**config.mk**
```make
export PLATFORM = sky130hd
export DESIGN_NAME = spi_flash_resp
export DESIGN_NICKNAME = d
export VERILOG_FILES = /design/src/rtl/spi_flash_resp.sv
export SDC_FILE = /design/constraint.sdc
export NUM_CORES = 1
export LEC_CHECK = 0
export ABC_AREA = 0
export BUFFER_PORTS_ARGS = -buffer_cell sky130_fd_sc_hd__buf_2
export CAP_MARGIN = 20
export CORE_ASPECT_RATIO = 1.25
export CORE_UTILIZATION = 45
export CTS_CLUSTER_SIZE = 30
export DETAILED_ROUTE_END_ITERATION = 12
export PLACE_DENSITY_LB_ADDON = 0.1
export SKIP_CTS_REPAIR_TIMING = 1
export SLEW_MARGIN = 30
export SYNTH_ARGS = -nofsm -noshare
export SYNTH_HDL_FRONTEND = slang
export SYNTH_SLANG_ARGS = --single-unit
```
**constraint.sdc**
```tcl
create_clock -name sys_clk -period 4.1 [get_ports sys_clk]
set_input_delay 0.41 -clock sys_clk [delete_from_list [all_inputs] [get_ports sys_clk]]
set_output_delay 0.41 -clock sys_clk [all_outputs]
set_load 0.02 [all_outputs]
```
**src/rtl/spi_flash_resp.sv**
```systemverilog
// SPI mode-0 slave emulating the N25Q read subset (READ/RDID/RDSR) from a byte memory.
// SPI pins are oversampled and edge-detected in the sys_clk domain.
module spi_flash_resp #(
  parameter int unsigned ADDR_W      = 24,
  parameter logic [23:0] JEDEC_ID    = 24'h20BA18,
  parameter logic [7:0]  STATUS      = 8'h00,
  parameter int unsigned SYNC_STAGES = 2
) (
  input  logic              sys_clk,
  input  logic              sys_rst,
  input  logic              spi_clk,
  input  logic              spi_cs,
  input  logic              spi_mosi,
  output logic              spi_miso,
  output logic              spi_miso_oe,
  output logic              mem_rd,
  output logic [ADDR_W-1:0] mem_addr,
  input  logic [7:0]        mem_rdata,
  output logic              busy,
  output logic              cmd_err
);

  localparam logic [7:0] OP_READ = 8'h03;
  localparam logic [7:0] OP_RDID = 8'h9F;
  localparam logic [7:0] OP_RDSR = 8'h05;

  typedef enum logic [2:0] {
    S_IDLE, S_CMD, S_ADDR, S_DATA, S_ID, S_STAT, S_IGNORE
  } state_e;

  logic [SYNC_STAGES-1:0] clk_sync_q, clk_sync_d;
  logic [SYNC_STAGES-1:0] cs_sync_q, cs_sync_d;
  logic [SYNC_STAGES-1:0] mosi_sync_q, mosi_sync_d;

  logic              clk_s, cs_s, mosi_s;
  logic              rise, fall, cs_rise, cs_fall;

  state_e            state_q, state_d;
  logic              clk_prev_q, clk_prev_d;
  logic              cs_prev_q, cs_prev_d;
  logic [2:0]        bit_cnt_q, bit_cnt_d;
  logic [1:0]        byte_cnt_q, byte_cnt_d;
  logic [7:0]        shift_in_q, shift_in_d;
  logic [23:0]       addr_q, addr_d;
  logic [7:0]        shift_out_q, shift_out_d;
  logic [7:0]        tx_byte_q, tx_byte_d;
  logic              rd_pend_q, rd_pend_d;
  logic              miso_q, miso_d;
  logic              oe_q, oe_d;
  logic              mem_rd_q, mem_rd_d;
  logic [ADDR_W-1:0] mem_addr_q, mem_addr_d;
  logic              busy_q, busy_d;
  logic              cmd_err_q, cmd_err_d;

  logic [7:0]        cmd_nxt;
  logic [23:0]       addr_nxt;
  logic [7:0]        out_byte;

  // Synchronizer chains are pure data pipelines and keep running through reset
  always_comb begin
    clk_sync_d  = {clk_sync_q[SYNC_STAGES-2:0], spi_clk};
    cs_sync_d   = {cs_sync_q[SYNC_STAGES-2:0], spi_cs};
    mosi_sync_d = {mosi_sync_q[SYNC_STAGES-2:0], spi_mosi};
  end

  always_ff @(posedge sys_clk) begin
    clk_sync_q  <= clk_sync_d;
    cs_sync_q   <= cs_sync_d;
    mosi_sync_q <= mosi_sync_d;
  end

  assign clk_s   = clk_sync_q[SYNC_STAGES-1];
  assign cs_s    = cs_sync_q[SYNC_STAGES-1];
  assign mosi_s  = mosi_sync_q[SYNC_STAGES-1];

  // A deselected (or deselecting) chip masks every spi_clk edge
  assign rise    = clk_s & ~clk_prev_q & ~cs_s;
  assign fall    = ~clk_s & clk_prev_q & ~cs_s;
  assign cs_rise = cs_s & ~cs_prev_q;
  assign cs_fall = ~cs_s & cs_prev_q;

  always_comb begin
    state_d     = state_q;
    clk_prev_d  = clk_s;
    cs_prev_d   = cs_s;
    bit_cnt_d   = bit_cnt_q;
    byte_cnt_d  = byte_cnt_q;
    shift_in_d  = shift_in_q;
    addr_d      = addr_q;
    shift_out_d = shift_out_q;
    tx_byte_d   = tx_byte_q;
    rd_pend_d   = mem_rd_q;
    miso_d      = miso_q;
    oe_d        = oe_q;
    mem_rd_d    = 1'b0;
    mem_addr_d  = mem_addr_q;
    busy_d      = ~cs_s;
    cmd_err_d   = 1'b0;
    cmd_nxt     = {shift_in_q[6:0], mosi_s};
    addr_nxt    = {addr_q[22:0], mosi_s};
    out_byte    = 8'h00;

    // Memory data arrives one cycle after the strobe
    if (rd_pend_q) tx_byte_d = mem_rdata;

    if (cs_rise) begin
      state_d    = S_IDLE;
      bit_cnt_d  = 3'd0;
      byte_cnt_d = 2'd0;
      shift_in_d = 8'h00;
      addr_d     = 24'h000000;
      oe_d       = 1'b0;
      miso_d     = 1'b0;
    end else begin
      unique case (state_q)
        S_IDLE: begin
          if (cs_fall) begin
            state_d    = S_CMD;
            bit_cnt_d  = 3'd0;
            byte_cnt_d = 2'd0;
          end else if (!cs_s) begin
            state_d = S_IGNORE;
          end
        end
        S_CMD: begin
          if (rise) begin
            shift_in_d = cmd_nxt;
            bit_cnt_d  = bit_cnt_q + 3'd1;
            if (bit_cnt_q == 3'd7) begin
              byte_cnt_d = 2'd0;
              unique case (cmd_nxt)
                OP_READ: state_d = S_ADDR;
                OP_RDID: state_d = S_ID;
                OP_RDSR: state_d = S_STAT;
                default: begin
                  state_d   = S_IGNORE;
                  cmd_err_d = 1'b1;
                end
              endcase
            end
          end
        end
        S_ADDR: begin
          if (rise) begin
            addr_d    = addr_nxt;
            bit_cnt_d = bit_cnt_q + 3'd1;
            if (bit_cnt_q == 3'd7) begin
              byte_cnt_d = byte_cnt_q + 2'd1;
              if (byte_cnt_q == 2'd2) begin
                mem_addr_d = addr_nxt[ADDR_W-1:0];
                mem_rd_d   = 1'b1;
                byte_cnt_d = 2'd0;
                state_d    = S_DATA;
              end
            end
          end
        end
        S_DATA, S_ID, S_STAT: begin
          if (fall) begin
            oe_d      = 1'b1;
            bit_cnt_d = bit_cnt_q + 3'd1;
            if (bit_cnt_q == 3'd0) begin
              if (state_q == S_DATA) begin
                out_byte   = tx_byte_q;
                mem_addr_d = mem_addr_q + ADDR_W'(1);
                mem_rd_d   = 1'b1;
              end else if (state_q == S_ID) begin
                unique case (byte_cnt_q)
                  2'd0:    out_byte = JEDEC_ID[23:16];
                  2'd1:    out_byte = JEDEC_ID[15:8];
                  2'd2:    out_byte = JEDEC_ID[7:0];
                  default: out_byte = 8'h00;
                endcase
                if (byte_cnt_q != 2'd3) byte_cnt_d = byte_cnt_q + 2'd1;
              end else begin
                out_byte = STATUS;
              end
              miso_d      = out_byte[7];
              shift_out_d = {out_byte[6:0], 1'b0};
            end else begin
              miso_d      = shift_out_q[7];
              shift_out_d = {shift_out_q[6:0], 1'b0};
            end
          end
        end
        S_IGNORE: begin
          oe_d   = 1'b0;
          miso_d = 1'b0;
        end
        default: state_d = S_IDLE;
      endcase
    end
  end

  // cs_prev resets low so a cs held low through reset is not seen as a new select
  always_ff @(posedge sys_clk) begin
    if (sys_rst) begin
      state_q     <= S_IDLE;
      clk_prev_q  <= 1'b0;
      cs_prev_q   <= 1'b0;
      bit_cnt_q   <= 3'd0;
      byte_cnt_q  <= 2'd0;
      shift_in_q  <= 8'h00;
      addr_q      <= 24'h000000;
      shift_out_q <= 8'h00;
      tx_byte_q   <= 8'h00;
      rd_pend_q   <= 1'b0;
      miso_q      <= 1'b0;
      oe_q        <= 1'b0;
      mem_rd_q    <= 1'b0;
      mem_addr_q  <= '0;
      busy_q      <= 1'b0;
      cmd_err_q   <= 1'b0;
    end else begin
      state_q     <= state_d;
      clk_prev_q  <= clk_prev_d;
      cs_prev_q   <= cs_prev_d;
      bit_cnt_q   <= bit_cnt_d;
      byte_cnt_q  <= byte_cnt_d;
      shift_in_q  <= shift_in_d;
      addr_q      <= addr_d;
      shift_out_q <= shift_out_d;
      tx_byte_q   <= tx_byte_d;
      rd_pend_q   <= rd_pend_d;
      miso_q      <= miso_d;
      oe_q        <= oe_d;
      mem_rd_q    <= mem_rd_d;
      mem_addr_q  <= mem_addr_d;
      busy_q      <= busy_d;
      cmd_err_q   <= cmd_err_d;
    end
  end

  assign spi_miso    = miso_q;
  assign spi_miso_oe = oe_q;
  assign mem_rd      = mem_rd_q;
  assign mem_addr    = mem_addr_q;
  assign busy        = busy_q;
  assign cmd_err     = cmd_err_q;

endmodule

```
# Yosys cells after proc, flatten, opt, wreduce, memory -nomap -nowiden
# Cells that the tools add are included.
# totals
word_cells	134
reg_bits	92
memories	0
ram_bits	0
latchBits	0
mem_bits_ro	0
# classes
eq_ne	27
n_reduce_logical	21
order_cmp	0
n_bitwise	15
shifts	0
n_div	0
mux	49
n_addsub	3
n_mul	0
# op_table
operator	count
2-to-1 mux 24 bit	6
one-hot mux 24 bit (2 select lines)	1
2-to-1 mux 3 bit	10
!= test 2 bit, second input constant	13
adder 24 x 1 -> 24 bit, second input constant	1
2-to-1 mux 8 bit	3
one-hot mux 8 bit (3 select lines)	1
2-to-1 mux 2 bit	11
one-hot mux 3 bit (3 select lines)	2
== test 3 bit, second input constant	4
one-hot mux 3 bit (4 select lines)	1
AND reduction 11 bit	1
2-to-1 mux 1 bit	10
inverter 1 bit	9
== test 8 x 2 -> 1 bit, second input constant	1
== test 8 x 3 -> 1 bit, second input constant	1
== test 8 bit, second input constant	1
one-hot mux 2 bit (4 select lines)	1
AND reduction 8 bit	1
AND reduction 7 bit	1
bitwise AND 1 bit	6
== test 3 x 2 -> 1 bit, second input constant	2
zero test 3 bit	2
one-hot mux 1 bit (2 select lines)	3
other kinds (18)	23

# Longest topological paths before layout
# Gate-level depths: netlist of run 1.
# logic_depth
depth_word	7
ltp_mapped	10
ltp_nobuf	8

# Least setup slack after synthesis of run 1
# No wires, ideal clock.
# synth_timing
kind	register -> register
startpoint	register mem_addr_q[0] (netlist: mem_addr[0])
endpoint	register mem_addr_q[18] (netlist: mem_addr[18])
setup_ns	0.095
t_required_ns	4.005
n_path_buf	0
stages_incl_launch_ff	7
synth_period_minus_slack_ns	2.048
slack_ns	2.052
arrival_ns	1.953
cell_sequence	dfxtp_1 > ha_1 > nand4_1 > nor4_2 > a31oi_1 > a31o_2 > a221oi_1
# synth_between
elab_chain_cells	5
# synth_lines
item	line	text
from (decl)	51	logic [ADDR_W-1:0] mem_addr_q, mem_addr_d;
from (signal assigned)	228	mem_addr_q <= mem_addr_d;
adder 24 x 1 -> 24 bit	165	mem_addr_d = mem_addr_q + ADDR_W'(1);
2-to-1 mux 24 bit	163	if (state_q == S_DATA) begin
2-to-1 mux 24 bit	162	if (bit_cnt_q == 3'd0) begin
2-to-1 mux 24 bit	159	if (fall) begin
one-hot mux 24 bit (2 select lines)	115	unique case (state_q)
# Every way passes these cells. The select of a mux whose other input is x is not followed.
# A chain may end at the register's enable or synchronous reset.

# Worst setup path after layout of run 1
# layout_timing
startpoint	register state_q[1]
endpoint	register mem_addr_q[11] (netlist: mem_addr[11])
# layout_between
elab_chain_cells	4
elab_cells_between_ends	14
classes_between	eq/ne: 10; mux: 1; reduce/logical: 3
# layout_lines
item	line	text
from (decl)	38	state_e state_q, state_d;
from (signal assigned)	215	state_q <= state_d;
== test 3 x 2 -> 1 bit / == test 3 bit (equally long branches)	115, 163	
OR reduction 3 bit	115	
!= test 2 bit (no line) / nonzero test 2 bit (equally long branches)	--	
AND reduction 8 bit (no line)	--	
# Parallel ways exist; a longest one is shown, timed or not.

==> results of run 1 <==
-- power by group --
part	total, W	switching, W	internal [W]	leakage (nW)
sequential	0.000917	0.0000208	0.000896	0.736
combinational	0.000176	0.000117	0.0000588	0.883
clock	0.00101	0.000353	0.000657	0.180
total	0.00210	0.000491	0.00161	1.80
-- flip-flops by register name, indices dropped and copies added (netlist names), 3 cells and up --
signal	cells
addr_q	23
bit_cnt_q	3
mem_addr	24
shift_in_q	7
shift_out_q	7
state_q	3
tx_byte_q	8
-- synth_stat cells (all sizes together) (4+ instances only) --
| cell type | count |
|---|---|
| a211oi | 9 |
| a21o | 4 |
| a21oi | 51 |
| a221oi | 6 |
| a22o | 4 |
| a31oi | 6 |
| a32o | 6 |
| and3 | 4 |
| buf | 5 |
| clkbuf | 28 |
| dfxtp | 91 |
| ha | 10 |
| inv | 15 |
| mux2i | 17 |
| nand2 | 89 |
| nand3 | 15 |
| nand4 | 8 |
| nor2 | 53 |
| nor2b | 7 |
| nor3 | 6 |
| nor3b | 4 |
| nor4 | 5 |
| o21ai | 16 |
| o32ai | 6 |
-- worst max-delay path, cell delays in order (launching register included) --
cell	delay, ps
dfxtp_1	710
nand2b_1	220
a2111oi_4	380
and2_1	640
nand2_1	350
inv_2	140
a32o_1	140
-- final cells by class --
type	count	area share [%]
clock buffer	9	4.55
clock inverter	7	2.81
inverter	15	1.14
multi-input combinational	384	46.6
sequential	91	36.8
tap	123	3.11
timing repair buffer	46	4.98
-- per-layer routing --
metal	up-vias	GRT usage, %	routed length (um)
met5	-	0	0
met2	77	38.6	5630
met1	1879	29.7	4820
met3	25	3.04	319
li1	1941	-	-
met4	0	10.8	244
-- cells by family (layout without fill, tap and decap cells) --
| group | count (synthesis) | in the layout | synth area share (%) |
|---|---|---|---|
| XOR/XNOR | 1 | 1 | 0.203 |
| multiplexers | 17 | 17 | 3.94 |
| adder cells (fa/ha/maj) | 10 | 10 | 2.90 |
| AO/OA/AOI/OAI | 142 | 142 | 23.0 |
| AND/OR/NAND/NOR | 214 | 214 | 23.3 |
| buffers and inverters | 48 | 77 | 4.49 |
| flip-flops | 91 | 91 | 42.2 |
-- how the worst max path moves through the flow --
| stage | from | end | slack (ps) | depth (start not counted) |
|---|---|---|---|---|
| after global routing | state_q[1]$_SDFFE_PP0P_ | mem_addr[11]$_SDFFE_PP0P_ | 1220 | 6 |
| after floorplan | mem_addr[0]$_SDFFE_PP0P_ | mem_addr[18]$_SDFFE_PP0P_ | 2050 | 6 |
| after detailed placement | state_q[1]$_SDFFE_PP0P_ | mem_addr[11]$_SDFFE_PP0P_ | 1540 | 6 |
| after global placement | state_q[1]$_SDFFE_PP0P_ | mem_addr[15]$_SDFFE_PP0P_ | 1620 | 6 |
| after CTS | state_q[1]$_SDFFE_PP0P_ | mem_addr[11]$_SDFFE_PP0P_ | 1500 | 6 |
| final | state_q[1]$_SDFFE_PP0P_ | mem_addr[11]$_SDFFE_PP0P_ | 1460 | 6 |
-- metrics by stage --
| step | hold slack, ps | total power, W |
|---|---|---|
| 4_1_cts | 162 | 0.00212 |
| 3_5_place_dp | 318 | 0.00111 |
| 6_report | 171 | 0.00210 |
| 5_1_grt | 166 | 0.00217 |
| 3_3_place_gp | 313 | 0.00111 |
| 2_1_floorplan | 310 | 0.00106 |
==> results_dict.tcl, run 1 <==
set metrics [dict create \
    synth_area_leaders "dfxtp_1 42%, nand2_1 7.7%, a21oi_1 5.9%" \
    timing.rr.end "mem_addr[11]$_SDFFE_PP0P_" \
    worstMarginPinSlew_ps 982 \
    post-route-util_pct 53.7 \
    std_cell_rows 39 \
    floorplan.initialDensity_pct 46.8 \
    yosysUniqueCellTypes 65 \
    clk_path_buf_depth 2 \
    drc 0 \
    yosysWarnings 0 \
    dp_hpwl_mm 7.44 \
    drt-total-wl_mm 11.0 \
    placed_cells 658 \
    syn_inst 523 \
    dieHeight_um 112 \
    grt_start_max_net_pins 41 \
    antenna_found_initial 0 \
    rsz0062_at_grt "no" \
    vdd_ir_drop_max_uv 187 \
    grt_pass1_vias 3755 \
    cts_root_buf "clkbuf_16" \
    grt_pass1_wl_mm 18.2 \
    numCtsBuffers 9 \
    end_kind "flip-flop" \
    max-cap-violations 0 \
    place_area_mm2 0.00457 \
    critPathMaxFanout 21 \
    slew_violations 0 \
    holdCritPathClass "input pin to flip-flop" \
    yosysSeqAreaShare_pct 42.2 \
    gp_congestion 0.896 \
    syn_area_per_cell_um2 8.26 \
    finalNetCount 570 \
    design.portCount 42 \
    critical_path_class "flip-flop to flip-flop" \
    period_needed_ps 2640 \
    cellPowerDensity_mw_per_mm2 425 \
    synth_fp_nets 546 \
    area_growth_pct 14.6 \
    relSlewSlack_pct 34.5 \
    cts_tree "built" \
    worstSetupStartpointType "flip-flop" \
    synth_area_mm2 0.00432 \
    setup_tns_ps 0 \
    worstPathRequired_ps 4380 \
    fin_crit_sh_pct 64.4 \
    p_leak_nw 1.80 \
    fillers 887 \
    synth-edff-count 0 \
    overflow 0 \
    reg2reg_slack_ps 1460 \
    routedWlPerCell_um 16.3 \
    grt_use_total_pct 23.4 \
    r2r_start "state_q[1]$_SDFFE_PP0P_" \
    cts.clk_slew.worst_paths_ps 60 \
    numPortBuffers 41 \
    final_common_cell "dfxtp_1" \
    skew_ps 5.10 \
    hold_violations 0 \
    core_area_mm2 0.00922 \
    fin_ws_ps 1460 \
    instances_no_fill 675 \
    yosys_register_bits 91 \
    ys.flop_type "dfxtp_1" \
    dieArea_mm2 0.0100 \
    hold_start "spi_mosi" \
    finalSetupViolCount 0 \
    status "finished, final reports clean" \
    arrival_ps 2920 \
    post-synth-top-area-cell "dfxtp_1" \
    seq_area_mm2 0.00182 \
    layout-drive-gt1-share_pct 13.4 \
    postSynth.asyncResetShare_pct 0 \
    clock_latency_ps 340 \
    die_w_um 89.6 \
    hold_depth 1 \
    ant_nets 0 \
    antenna_cells 0 \
    via_count 3922 \
    design_area_mm2 0.00495 \
    htree_levels 3 \
    firstDrtPassIters 4 \
    dpl_worst_slack_ps 1540 \
    synth_top_area_share_pct 42.2 \
    r2r_cells 6 \
    drt_first_iter_violations 147 \
    timing.fmax_mhz 379 \
    mostFrequentLayoutCells "91 x dfxtp_1, 89 x nand2_1, 52 x nor2_1, 51 x a21oi_1, 41 x buf_2" \
    worstHoldEndpoint "mosi_sync_q[0]$_DFF_P_" \
    cts.sinks 91 \
    multi_input_area_mm2 0.00231 \
    vias_per_cell 5.81 \
]
(Power assumes the default switching activity.)
==> inputs of run 2 (changes only) <==
==> constraint.sdc (replaced) <==
create_clock -name sys_clk -period 2.6 [get_ports sys_clk]
set_input_delay 0.26 -clock sys_clk [delete_from_list [all_inputs] [get_ports sys_clk]]
set_output_delay 0.26 -clock sys_clk [all_outputs]
set_load 0.02 [all_outputs]
==> results_dict.tcl, run 2 (synthesis results as in run 1) <==
set metrics [dict create \
    status "finished, final reports clean" \
    drt_first_iter_violations 172 \
    fin_ws_ps 312 \
    drt-total-wl_mm 11.0 \
    skew_ps 4.86 \
    die_w_um 89.6 \
    p_leak_nw 1.82 \
    period_needed_ps 2290 \
    critical_path_class "flip-flop to flip-flop" \
    finalNetCount 580 \
    setup_tns_ps 0 \
    numCtsBuffers 9 \
    placed_cells 669 \
    firstDrtPassIters 4 \
    antenna_found_initial 0 \
    overflow 0 \
    finalSetupViolCount 0 \
    dp_hpwl_mm 7.55 \
    fin_hold_ws_ps 16.8 \
    cellPowerDensity_mw_per_mm2 622 \
    largest_reg_flops 24 \
    worstSetupStartpointType "flip-flop" \
    cts_root_buf "clkbuf_16" \
    mostFrequentLayoutCells "91 x dfxtp_1, 89 x nand2_1, 52 x nor2_1, 51 x a21oi_1, 41 x buf_2" \
    drc 0 \
    cts.clk_slew.worst_paths_ps 60 \
    area_growth_pct 15.4 \
    end_kind "flip-flop" \
    antenna_cells 0 \
    final_common_cell "dfxtp_1" \
    arrival_ps 2540 \
    dpl_worst_slack_ps 325 \
    cts_tree "built" \
    fin_crit_sh_pct 88.0 \
    timing.fmax_mhz 437 \
    grt_pass1_vias 3837 \
    grt_pass1_wl_mm 18.5 \
    via_count 3955 \
    relSlewSlack_pct 61.0 \
    vdd_ir_drop_max_uv 363 \
    vias_per_cell 5.77 \
    routedWlPerCell_um 16.0 \
    hold_violations 0 \
    dieArea_mm2 0.0100 \
    numPortBuffers 41 \
    instances_no_fill 685 \
    htree_levels 3 \
    cts.sinks 91 \
    critPathMaxFanout 6 \
    holdCritPathClass "input pin to flip-flop" \
    worstMarginPinSlew_ps 581 \
    rsz0062_at_grt "no" \
    clock_latency_ps 340 \
    ant_nets 0 \
    std_cell_rows 39 \
    floorplan.initialDensity_pct 46.8 \
    layout-drive-gt1-share_pct 14.8 \
    grt_start_max_net_pins 34 \
    max-cap-violations 0 \
    dieHeight_um 112 \
    power_w 0.00310 \
    slew_violations 0 \
    clk_path_buf_depth 2 \
    core_area_mm2 0.00922 \
    design.portCount 42 \
    grt_use_total_pct 23.8 \
    worstPathRequired_ps 2850 \
    gp_congestion 0.856 \
]
## run 2: worst max-delay path, cell delays in order, from the launching register on
cell and delay (ps):
dfxtp_1 420, ha_1 250, nand4_1 310, nor4_2 580, a31oi_1 150, a31o_2 230, a221oi_1 260
## run 2: layout make-up
| cell class | count | area, um2 |
|---|---|---|
| sequential | 91 | 1820 |
| timing repair buffer | 56 | 330 |
| clock buffer | 13 | 270 |
| multi-input combinational | 384 | 2310 |
| fill | 877 | 4240 |
| inverter | 15 | 56.3 |
| clock inverter | 3 | 45.0 |
| tap | 123 | 154 |
## run 2: where the power goes
group / internal [W] / total, W / switching, W
clock network: 0.000824 / 0.00136 / 0.000538
logic: 0.000105 / 0.000296 / 0.000191
registers: 0.00141 / 0.00144 / 0.0000303
## run 2: metal layers
| layer | vias to the layer above | track usage (%) | wire length [um] |
|---|---|---|---|
| met1 | 1867 | 29.8 | 4760 |
| li1 | 1955 | - | - |
| met4 | 0 | 12.8 | 396 |
| met5 | - | 0 | 0 |
| met3 | 30 | 3.26 | 426 |
| met2 | 103 | 38.7 | 5400 |
## run 2: path summary, 6_finish.rpt
kind,from,end,slack [ps],cells past startpoint
max,mem_addr[0]$_SDFFE_PP0P_,mem_addr[18]$_SDFFE_PP0P_,310,6
min,spi_mosi,mosi_sync_q[0]$_DFF_P_,20,1
min reg2reg,mosi_sync_q[0]$_DFF_P_,mosi_sync_q[1]$_DFF_P_,330,0
max reg2reg,mem_addr[0]$_SDFFE_PP0P_,mem_addr[18]$_SDFFE_PP0P_,310,6
## run 2: metrics by stage
step	util, %	area [um2]
after floorplan	-	4320
after global placement	50.6	4670
after detailed placement	50.6	4670
after CTS	54.0	4980
after global routing	54.0	4980
final	54.0	4980
